## config.mk

```make
export PLATFORM = sky130hd
export DESIGN_NAME = sw_debounce8
export DESIGN_NICKNAME = d
export VERILOG_FILES = /design/src/rtl/sw_cond_pkg.sv /design/src/rtl/debounce_chan.sv /design/src/rtl/sw_debounce8.sv
export SDC_FILE = /design/constraint.sdc
export NUM_CORES = 1
export LEC_CHECK = 0
export CAP_MARGIN = 20
export CORE_MARGIN = 2
export CORE_UTILIZATION = 50
export DETAILED_ROUTE_END_ITERATION = 6
export GPL_TIMING_DRIVEN = 0
export PLACE_DENSITY = 0.8
export SYNTH_ARGS = -nofsm -noshare
export SYNTH_HDL_FRONTEND = slang
export SYNTH_HIERARCHICAL = 1
export SYNTH_SLANG_ARGS = --single-unit
```

## constraint.sdc

```tcl
create_clock -name clk -period 3.6 [get_ports clk]
set_input_delay 0.36 -clock clk [delete_from_list [all_inputs] [get_ports clk]]
set_output_delay 0.36 -clock clk [all_outputs]
set_load 0.02 [all_outputs]
```

## src/rtl/sw_cond_pkg.sv

```systemverilog
// Shared constants and types for the switch conditioner slice.
package sw_cond_pkg;

  localparam int SW_WIDTH         = 8;
  localparam int DEF_TICK_DIV     = 50000;
  localparam int DEF_STABLE_TICKS = 20;

  // Shorter timing used when simulating, so debounce runs finish in tens of cycles.
  localparam int SIM_TICK_DIV     = 4;
  localparam int SIM_STABLE_TICKS = 3;

  // A channel is STABLE when its counter is idle and PENDING while a change is being qualified.
  typedef enum logic {
    CHAN_STABLE  = 1'b0,
    CHAN_PENDING = 1'b1
  } chan_state_e;

  // Counter width for a modulus n, never narrower than one bit.
  function automatic int min1_clog2(input int n);
    return (n > 1) ? $clog2(n) : 1;
  endfunction

endpackage

```

## src/rtl/debounce_chan.sv

```systemverilog
// One switch channel: two-flop synchroniser, tick-driven stability counter,
// and registered rise/fall pulses that line up with the new debounced level.
import sw_cond_pkg::*;

module debounce_chan #(
  parameter int STABLE_TICKS = DEF_STABLE_TICKS
) (
  input  logic clk,
  input  logic rst_n,
  input  logic tick,
  input  logic sw_raw,
  output logic sw_out,
  output logic sw_rise,
  output logic sw_fall,
  output logic flip_next
);

  localparam int            CW       = min1_clog2(STABLE_TICKS);
  localparam logic [CW-1:0] CNT_LAST = CW'(STABLE_TICKS - 1);

  logic          sync_meta_q;
  logic          sync_q;
  logic [CW-1:0] cnt_q, cnt_d;
  chan_state_e   state_q, state_d;
  logic          out_q, out_d;
  logic          rise_q, rise_d;
  logic          fall_q, fall_d;

  // Bring the asynchronous switch level into the clock domain.
  always_ff @(posedge clk or negedge rst_n) begin
    if (!rst_n) begin
      sync_meta_q <= 1'b0;
      sync_q      <= 1'b0;
    end else begin
      sync_meta_q <= sw_raw;
      sync_q      <= sync_meta_q;
    end
  end

  // On each tick, a sample matching the output discards any run; the last differing sample of a full run flips the output.
  always_comb begin
    cnt_d   = cnt_q;
    state_d = state_q;
    out_d   = out_q;
    rise_d  = 1'b0;
    fall_d  = 1'b0;
    if (tick) begin
      if (sync_q == out_q) begin
        cnt_d   = '0;
        state_d = CHAN_STABLE;
      end else if ((state_q == CHAN_PENDING) && (cnt_q == CNT_LAST)) begin
        out_d   = sync_q;
        cnt_d   = '0;
        state_d = CHAN_STABLE;
        rise_d  = sync_q;
        fall_d  = ~sync_q;
      end else begin
        cnt_d   = cnt_q + CW'(1);
        state_d = CHAN_PENDING;
      end
    end
  end

  // Register the counter, state, debounced level and edge pulses together.
  always_ff @(posedge clk or negedge rst_n) begin
    if (!rst_n) begin
      cnt_q   <= '0;
      state_q <= CHAN_STABLE;
      out_q   <= 1'b0;
      rise_q  <= 1'b0;
      fall_q  <= 1'b0;
    end else begin
      cnt_q   <= cnt_d;
      state_q <= state_d;
      out_q   <= out_d;
      rise_q  <= rise_d;
      fall_q  <= fall_d;
    end
  end

  assign sw_out    = out_q;
  assign sw_rise   = rise_q;
  assign sw_fall   = fall_q;
  assign flip_next = rise_d | fall_d;

endmodule

```

## src/rtl/sw_debounce8.sv

```systemverilog
// Eight-channel switch conditioner feeding the priority encoder: shared
// sample prescaler, per-channel debounce, and an any-change strobe.
import sw_cond_pkg::*;

module sw_debounce8 #(
  parameter int WIDTH        = SW_WIDTH,
  parameter int TICK_DIV     = DEF_TICK_DIV,
  parameter int STABLE_TICKS = DEF_STABLE_TICKS
) (
  input  logic             clk,
  input  logic             rst_n,
  input  logic [WIDTH-1:0] sw_raw,
  output logic [WIDTH-1:0] sw_out,
  output logic [WIDTH-1:0] sw_rise,
  output logic [WIDTH-1:0] sw_fall,
  output logic             changed
);

  localparam int            TW        = min1_clog2(TICK_DIV);
  localparam logic [TW-1:0] TICK_LAST = TW'(TICK_DIV - 1);

  logic [TW-1:0]    tick_cnt_q, tick_cnt_d;
  logic             tick;
  logic [WIDTH-1:0] flip_next;
  logic             changed_q, changed_d;

  assign tick = (tick_cnt_q == TICK_LAST);

  // Prescaler wraps on the tick cycle; any channel flip next cycle raises the shared strobe.
  always_comb begin
    tick_cnt_d = tick ? '0 : tick_cnt_q + TW'(1);
    changed_d  = |flip_next;
  end

  // Register the prescaler and the change strobe.
  always_ff @(posedge clk or negedge rst_n) begin
    if (!rst_n) begin
      tick_cnt_q <= '0;
      changed_q  <= 1'b0;
    end else begin
      tick_cnt_q <= tick_cnt_d;
      changed_q  <= changed_d;
    end
  end

  for (genvar i = 0; i < WIDTH; i++) begin : g_chan
    debounce_chan #(
      .STABLE_TICKS(STABLE_TICKS)
    ) u_chan (
      .clk      (clk),
      .rst_n    (rst_n),
      .tick     (tick),
      .sw_raw   (sw_raw[i]),
      .sw_out   (sw_out[i]),
      .sw_rise  (sw_rise[i]),
      .sw_fall  (sw_fall[i]),
      .flip_next(flip_next[i])
    );
  end

  assign changed = changed_q;

endmodule

```

Word-level counts from Yosys, hierarchy flattened
Index checks and enable logic that the tools add are counted.
{"block": "word_totals", "register_bits": 105, "in_bits": 10, "output_inout_bits": 25, "word_cells": 206}
{"block": "classes", "add_sub_neg": 9, "n_eq_ne": 17, "n_mux": 81, "n_bitwise": 24, "reduce_logical": 17}
{"cell": "5-bit 2-to-1 mux", "n": 16}
{"cell": "1-bit 2-to-1 mux", "n": 64}
{"cell": "5-bit by 1-bit adder with 5-bit output, second input constant", "n": 8}
{"cell": "5-bit == test, second input constant", "n": 8}
{"cell": "3-bit AND reduction", "n": 8}
{"cell": "16-bit by 1-bit adder with 16-bit output, second input constant", "n": 1}
{"cell": "16-bit == test, second input constant", "n": 1}
{"cell": "16-bit 2-to-1 mux", "n": 1}
{"cell": "1-bit NOT", "n": 16}
{"cell": "1-bit == test", "n": 8}
{"cell": "1-bit logical AND", "n": 8}
{"cell": "1-bit bitwise OR", "n": 8}
{"cell": "8-bit OR reduction", "n": 1}

Logic depth before layout (Yosys ltp)
{"block": "depth", "ltp_word": 7, "ltp_mapped": 8, "mapped_depth_nobuf": 8}

By module
Netlist, hierarchy kept.
{"module": "debounce_chan", "instances": 8, "cells_each": 43, "area_per_inst_um2": 514.2, "seq_area_each_um2": 275.3}
{"module": "sw_debounce8", "instances": 1, "cells_each": 71, "area_per_inst_um2": 794.5, "seq_area_each_um2": 425.4}

Worst setup path before layout
No wires, ideal clock.
{"block": "synth_timing", "kind": "reg-to-reg", "startpoint": "register tick_cnt_q[4]", "endpoint": "register g_chan[0].u_chan.out_q", "setup_ps": 125, "t_arrival_ps": 2369, "required_ps": 3475, "setup_slack_ps": 1105, "stages_incl_launch_ff": 6, "n_path_buf": 0, "period_less_slack_ps": 2495, "cell_sequence": "dfrtp_1 -> or4b_4 -> nor4_4 -> nor2b_2 -> nand4_4 -> mux2_4"}
{"block": "synth_between", "elab_chain_len": 2}
{"element": "start: declaration", "line_no": "sw_debounce8.sv:22", "rtl": "logic [TW-1:0] tick_cnt_q, tick_cnt_d;"}
{"element": "start signal: assignment", "line_no": "sw_debounce8.sv:41", "rtl": "tick_cnt_q <= tick_cnt_d;"}
{"element": "16-bit == test", "line_no": "sw_debounce8.sv:27", "rtl": "assign tick = (tick_cnt_q == TICK_LAST);"}
{"element": "via tick", "line_no": "sw_debounce8.sv:23", "rtl": "logic tick;"}
{"element": "3-bit AND reduction (no line)"}
{"element": "end signal: assignment", "line_no": "debounce_chan.sv:75", "rtl": "out_q <= out_d;"}
{"element": "end: declaration", "line_no": "debounce_chan.sv:25", "rtl": "logic out_q, out_d;"}
The timed path passes the listed nets, and every way through them passes these cells.
A chain may end at the register's enable or synchronous reset.

Final worst setup path
{"block": "layout_timing", "startpoint": "register tick_cnt_q[4]", "endpoint": "register changed_q (netlist: changed)"}
{"block": "layout_between", "elab_chain_len": 4, "elab_cells_between_ends": 26, "cone_classes": "1 x eq/ne; 16 x mux; 8 x bitwise; 1 x reduce/logical"}
{"element": "16-bit == test (*)", "line_no": "sw_debounce8.sv:27"}
{"element": "via tick", "line_no": "sw_debounce8.sv:23"}
{"element": "1-bit 2-to-1 mux", "line_no": "debounce_chan.sv:47", "rtl": "if (tick) begin"}
{"element": "1-bit bitwise OR (*)", "line_no": "debounce_chan.sv:84", "rtl": "assign flip_next = rise_d | fall_d;"}
{"element": "via flip_next[0]", "line_no": "sw_debounce8.sv:24", "rtl": "logic [WIDTH-1:0] flip_next;"}
{"element": "8-bit OR reduction (*)", "line_no": "sw_debounce8.sv:32", "rtl": "changed_d = |flip_next;"}
{"element": "via changed_d", "line_no": "sw_debounce8.sv:25", "rtl": "logic changed_q, changed_d;"}
{"element": "end signal: assignment", "line_no": "sw_debounce8.sv:42", "rtl": "changed_q <= changed_d;"}
{"element": "end: declaration", "line_no": "sw_debounce8.sv:25"}
The timed path passes the listed nets; every way through them passes the cells marked *.

==> run summary <==
OUTCOME
---------------------------------------------------------------------------------
Result of the run                                                    complete, no violations

GRT
---------------------------------------------------------------------------------
Antenna violations before repair                                                0
Global-route wire length before repair                                   14.68 mm
Remaining global-route overflow                                                 0
Aggregate global-route resource usage                                      0.1763
Largest net degree at the start of global routing                              69
Number of global-route vias before repair                                    3304

CELLS AND AREA
---------------------------------------------------------------------------------
Most frequent cells in the layout                                    105 x sky130_fd_sc_hd__dfrtp_1, 33 x sky130_fd_sc_hd__clkdlybuf4s50_1, 32 x sky130_fd_sc_hd__inv_1
Share of cells above drive strength 1                                      0.1154
Util after Layout                                                          0.5879
Post-route standard cell area excluding fillers                      0.005667 mm^2
Most common cell after layout, fill and taps aside                   sky130_fd_sc_hd__dfrtp_1
Synth-to-Final Area Change                                                 15.45%
Number of antenna diodes                                                        0
Final net count                                                               482

POWER
---------------------------------------------------------------------------------
Tot Pwr                                                                  1.990 mW
Worst vdd rail ir drop                                                  0.3426 mV
Power per standard cell area                                         351.2 mW/mm^2
Standby leakage power                                                    2.582 nW

FLOORPLANNING
---------------------------------------------------------------------------------
Row Count                                                                      36
Effective utilization at floorplan                                         0.5092
Die ar.                                                              0.01063 mm^2
Die span in x                                                            103.1 um
Io pins                                                                        35
Die H                                                                    103.1 um
Area of the core                                                     0.009639 mm^2

STA
---------------------------------------------------------------------------------
Setup-violating endpoint count in the final report                              0
Minimum period implied by the final worst setup slack                    2.723 ns
Final Cycle Share                                                          0.7565
Hold Fails Final Rpt                                                            0
Transition time of the tightest slew-check pin                          0.6631 ns
Relative slew slack                                                        0.5546
Fin Clk Skew                                                           0.01244 ns
RSZ-0062 raised after global routing                                        false
Highest clock frequency the design can meet                             367.2 MHz
Accumulated negative setup slack                                             0 ns
Count of final max-slew check failures                                          0

PLACED DESIGN
---------------------------------------------------------------------------------
Routability cong.                                                          0.8407
Post-placement cell area                                             0.005440 mm^2
Half-perimeter wire length after placement                               5.727 mm
Buffers added on ports                                                         34

WORST HOLD PATH
---------------------------------------------------------------------------------
Type of the worst min-delay path                                       reg -> reg

DRT
---------------------------------------------------------------------------------
Residual DRC                                                                    0
Number of vias per cell after detailed routing                              5.368
Detailed Route Iter0 Violations                                               137
Number of vias after detailed routing                                        3226
Sum of routed wire length over all layers                                8.291 mm
Post-DR wirelength/cell                                                  13.80 um
Pre-Repair DR Iteration Count                                                   4
Post-route antenna net violation count                                          0

WORST SETUP PATH
---------------------------------------------------------------------------------
Type of the worst setup path                                           reg -> reg
Crit end category                                                            flop
Worst path arrival time                                                   3.05 ns
CP required                                                               3.92 ns
Kind of start point of the critical path                                     flop
Critical path fanouts, max                                                     14

SYNTH
---------------------------------------------------------------------------------
Register area share after synthesis                                        0.5353
Net Count, Synth                                                              434
Synthesized area divided by synthesized cell count                     11.83 um^2
Synthesis-stage register bit count                                            105
Synth warn                                                                      6
Library cells used by synthesis                                                32
Number of instances in the synthesized netlist                                415
Post-Syn Area                                                        0.004908 mm^2

CLOCK TREE
---------------------------------------------------------------------------------
Number of buffers on the longest clock path                                     2
TritonCTS clock tree                                                        built
Sinks on Clock Net                                                            105
Cell at the root of the clock tree                                   sky130_fd_sc_hd__clkbuf_8
Clock-pin slew on the worst setup and hold paths                          0.10 ns
Post-CTS setup repair buffer count                                              0
Number of buffers created by CTS                                                9
Clock latency of the later-clocked register in the worst-skew pair        0.39 ns
H-tree depth reported by CTS                                                    3
Post-cts sizing count                                                           0

FLOW RUN
---------------------------------------------------------------------------------
Number of max-cap violations                                                    0

layout make-up:
type | count | area (um^2)
multi-input combinational | 270 | 2131
tap | 133 | 166.4
buffer | 8 | 30.03
clock inverter | 7 | 81.33
sequential | 105 | 2628
inverter | 32 | 120.1
clock buffer | 9 | 123.9
fill | 817 | 3973
timing repair buffer | 37 | 386.6
synth_stat cells (all sizes together):
cell	count	area, um^2
nor3b	16	120.1
mux2	8	120.1
nand2b	1	6.260
nand2	14	52.55
mux2i	25	250.2
o22ai	16	100.1
or4b	1	13.76
nor2b	25	236.5
and4	1	8.760
clkbuf	8	30.03
or3	1	6.260
inv	32	120.1
xnor2	13	113.9
a21oi	1	5.000
o21ai	33	165.2
xor2	15	131.4
ha	9	112.6
o2bb2ai	8	70.07
nand4b	8	70.07
dfrtp	105	2628
or2	1	6.260
nand3	27	135.1
nor4	6	52.55
nor2	17	63.81
or4bb	2	22.52
nand4	14	207.7
o211ai	8	60.06
critical path, stage by stage, from the launching register on:
cell,delay [ns]
sky130_fd_sc_hd__dfrtp_1,0.46
sky130_fd_sc_hd__or4b_4,0.55
sky130_fd_sc_hd__nor4_4,0.63
sky130_fd_sc_hd__buf_6,0.25
sky130_fd_sc_hd__nor2b_2,0.23
sky130_fd_sc_hd__nand4_4,0.15
sky130_fd_sc_hd__nor2_1,0.19
sky130_fd_sc_hd__nor4_1,0.12
sky130_fd_sc_hd__nand2_1,0.08
per-stage QoR:
stage | hold slack [ns] | worst slack (ns) | std cells
after detailed placement | 0.3358 | 0.5720 | 583
final | 0.3548 | 0.8766 | 601
after global placement | 0.3325 | -1.731 | 582
after floorplan | 0.06441 | 1.105 | 415
after CTS | 0.3584 | 0.5314 | 600
after global routing | 0.3694 | 0.6869 | 601
registers in the layout, summed over array words and instances (netlist names):
signal                     flops
g_chan.u_chan/sw_rise          8
g_chan.u_chan/cnt_q           40
g_chan.u_chan/sw_out           8
g_chan.u_chan/sync_meta_q      8
changed                        1
g_chan.u_chan/state_q          8
tick_cnt_q                    16
g_chan.u_chan/sync_q           8
g_chan.u_chan/sw_fall          8
kinds of logic after synthesis:
family / Yosys count / share of synthesized area
xor+xnor: 28 / 0.04996
fa+ha+maj: 9 / 0.02294
compound gates: 66 / 0.08157
flops: 105 / 0.5353
mux: 33 / 0.07545
buf+inv: 40 / 0.03059
simple gates: 134 / 0.2042
metal layers:
layer	GRT usage	part of all wire
met1	0.2149	0.46
met2	0.2967	0.48
met3	0.04949	0.037
met4	0.07085	0.019
met5	0	0
worst paths after layout:
check | startpoint | to | slack [ns] | depth (start not counted)
hold reg to reg | g_chan[6].u_chan/sync_meta_q | g_chan[6].u_chan/sync_q | 0.35 | 0
hold / removal | g_chan[6].u_chan/sync_meta_q | g_chan[6].u_chan/sync_q | 0.35 | 0
setup reg to reg | tick_cnt_q[4] | changed | 0.88 | 8
setup / recovery | tick_cnt_q[4] | changed | 0.88 | 8
min in group asynchronous | rst_n | g_chan[5].u_chan/sync_meta_q | 0.48 | 2
max in group asynchronous | rst_n | g_chan[0].u_chan/sync_q | 2.44 | 3
power by group:
group | switching (mW) | internal [mW] | total (mW)
Clock | 0.414 | 0.327 | 0.741
Combinational | 0.0329 | 0.0200 | 0.0529
Sequential | 0.00878 | 1.19 | 1.20
repair_timing:
item / CTS / global route
hold buffers: 1 / 0
endpoints found under the setup margin: 0 / 0
endpoints found under the hold margin: 37 / 0
Power figures use the tool's default switching activity.
==> RTL change: new RTL, same flow settings <==
Change the package constant `DEF_STABLE_TICKS` from 20 to 10.
--- a/src/rtl/sw_cond_pkg.sv
+++ b/src/rtl/sw_cond_pkg.sv
@@ -4,5 +4,5 @@
   localparam int SW_WIDTH         = 8;
   localparam int DEF_TICK_DIV     = 50000;
-  localparam int DEF_STABLE_TICKS = 20;
+  localparam int DEF_STABLE_TICKS = 10;
 
   // Shorter timing used when simulating, so debounce runs finish in tens of cycles.
Function: same outputs for any inputs over 10 cycles, from zero or initial values and one cycle with rst_n low; that may be too few to reach the edited logic, so the function may still have changed.
==> RTL change against the original RTL <==
Critical path depth is 1 lower. Routed wire length down 11%. Setup slack worse by 0.19 ns. Final area shrank 9.0%. Clock skew fell by 0.0018 ns. Synthesized area is 10% lower. Sequential power down 7%. Global-route usage is 1.2 points lower. Sequential cell count decreased by 8. Combinational power is 13% lower. Critical path type unchanged. Fmax shrank 6.5%. Power is 6.4% lower.
==> RTL change: results (changes against the original RTL) <==
Parameter                              Value

Synthesis
  Commonest cells in the synthesized netlist ... sky130_fd_sc_hd__dfrtp_1 (97), sky130_fd_sc_hd__inv_1 (32), sky130_fd_sc_hd__o21ai_0 (25)
  Library cells used by synthesis ... 29 (-9.4%)
  Post-synthesis xor/xnor area fraction ... 5.551% (+0.55 points)
  Synth area leaders ... sky130_fd_sc_hd__dfrtp_1 (55%), sky130_fd_sc_hd__ha_1 (4.8%), sky130_fd_sc_hd__nand4b_4 (4.3%)
  Fraction of the yosys area taken by sequential cells ... 54.94% (+1.4 points)
  Multiplexer area fraction after synthesis ... 4.758% (-2.8 points)
  Compound-cell area share of the yosys netlist ... 7.024% (-1.1 points)
  Net count after synthesis ... 386 (-11%)
  Post-Syn Area per Cell ... 12.31 µm² (+4.0%)
  Adder-cell share of the synthesized area ... 4.815% (+2.5 points)

Global routing
  Global routing usage summed across all routing layers ... 16.39% (-1.2 points)
  Maximum number of pins on one net before global-route repair ... 53 (-23%)
  First-pass GRT wire length ... 12.85 mm (-13%)
  Met2 Usage GRT ... 27.92% (-1.7 points)
  Grt met3 use ... 5.154% (+0.20 points)

Routing
  Post-route met1 wirelength ... 3.381 mm (-12%)
  Overall routed net length ... 7.380 mm (-11%)
  Vias ... 2833 (-12%)
  Met3 Routed Length ... 321 µm (+4.9%)
  Number of DRC markers after the initial detailed-route iteration ... 143 (+4.4%)

Layout
  Largest registers in the final layout ... g_chan.u_chan/cnt_q x32, tick_cnt_q x16
  Non-filler cells, final ... 520 (-13%)
  Final-layout fill cell count ... 714 (-13%)
  Footprint of the flip-flops and latches ... 0.002427 mm² (-7.6%)
  NumNets Final ... 435 (-9.8%)
  Fraction of layout cells with a size suffix above 1 ... 11.41% (-0.13 points)

Outcome
  Run status ... finished clean

Critical path
  Worst-path fanout max ... 21 (+7)

Placement
  Routability congestion estimate ... 0.8013 (-4.7%)
  Placed Area ... 0.004956 mm² (-8.9%)
  Half-perimeter wire length after detailed placement ... 5.279 mm (-7.8%)
  Post-Place Worst Slack ... 0.7207 ns (+0.1487 ns)
  # placed instances ... 505 (-13%)

Clock network
  Clock Root Buffer ... sky130_fd_sc_hd__clkbuf_8
  Clock Latency Late Sink ... 0.35 ns (-0.04 ns)
  Number of buffers inserted during clock tree synthesis ... 9 (unchanged)

Power
  Static leakage ... 2.489 nW (-3.6%)

Worst hold path
  Kind of path behind the tightest hold check ... primary input to async pin

STA
  Worst clock skew ... 0.01065 ns (-0.001784 ns)
  Worst slew margin ... 47.67% (-7.8 points)
==> RTL change: final timing paths <==
path | from | to | slack, ns | cells past startpoint
worst max-delay path | tick_cnt_q[4]$_DFF_PN0_ | g_chan[1].u_chan/sw_out$_DFFE_PN0P_ | 0.69 | 7
worst min-delay path | rst_n | g_chan[7].u_chan/sw_rise$_DFF_PN0_ | 0.003 | 1
worst max register to register | tick_cnt_q[4]$_DFF_PN0_ | g_chan[1].u_chan/sw_out$_DFFE_PN0P_ | 0.69 | 7
worst min register to register | g_chan[6].u_chan/sync_meta_q$_DFF_PN0_ | g_chan[6].u_chan/sync_q$_DFF_PN0_ | 0.34 | 0
max in group asynchronous | rst_n | g_chan[3].u_chan/cnt_q[3]$_DFFE_PN0P_ | 2.95 | 2
min in group clk | g_chan[6].u_chan/sync_meta_q$_DFF_PN0_ | g_chan[6].u_chan/sync_q$_DFF_PN0_ | 0.34 | 0
==> RTL change: critical path, stage by stage, from the launching register on <==
cell,delay [ns]
sky130_fd_sc_hd__dfrtp_1,0.45
sky130_fd_sc_hd__or4b_4,0.55
sky130_fd_sc_hd__nor4_4,0.71
sky130_fd_sc_hd__buf_8,0.26
sky130_fd_sc_hd__buf_6,0.17
sky130_fd_sc_hd__inv_1,0.08
sky130_fd_sc_hd__or2_4,0.27
sky130_fd_sc_hd__mux2_4,0.29
==> RTL change: final cells by class <==
type | instances | area share [%]
flip-flops and latches | 97 | 47.05
multi-input cells | 230 | 36.26
repair buffers | 38 | 7.810
clock buffers | 11 | 2.935
well taps | 108 | 2.619
inverters | 32 | 2.328
clock inverters | 4 | 0.9944
==> RTL change: power breakdown <==
group,switching (W),leakage (nW),internal [W]
clock network,0.000353,0.102,0.000357
registers,0.00000848,1.30,0.00110
logic,0.0000289,1.08,0.0000172
total,0.000391,2.49,0.00147
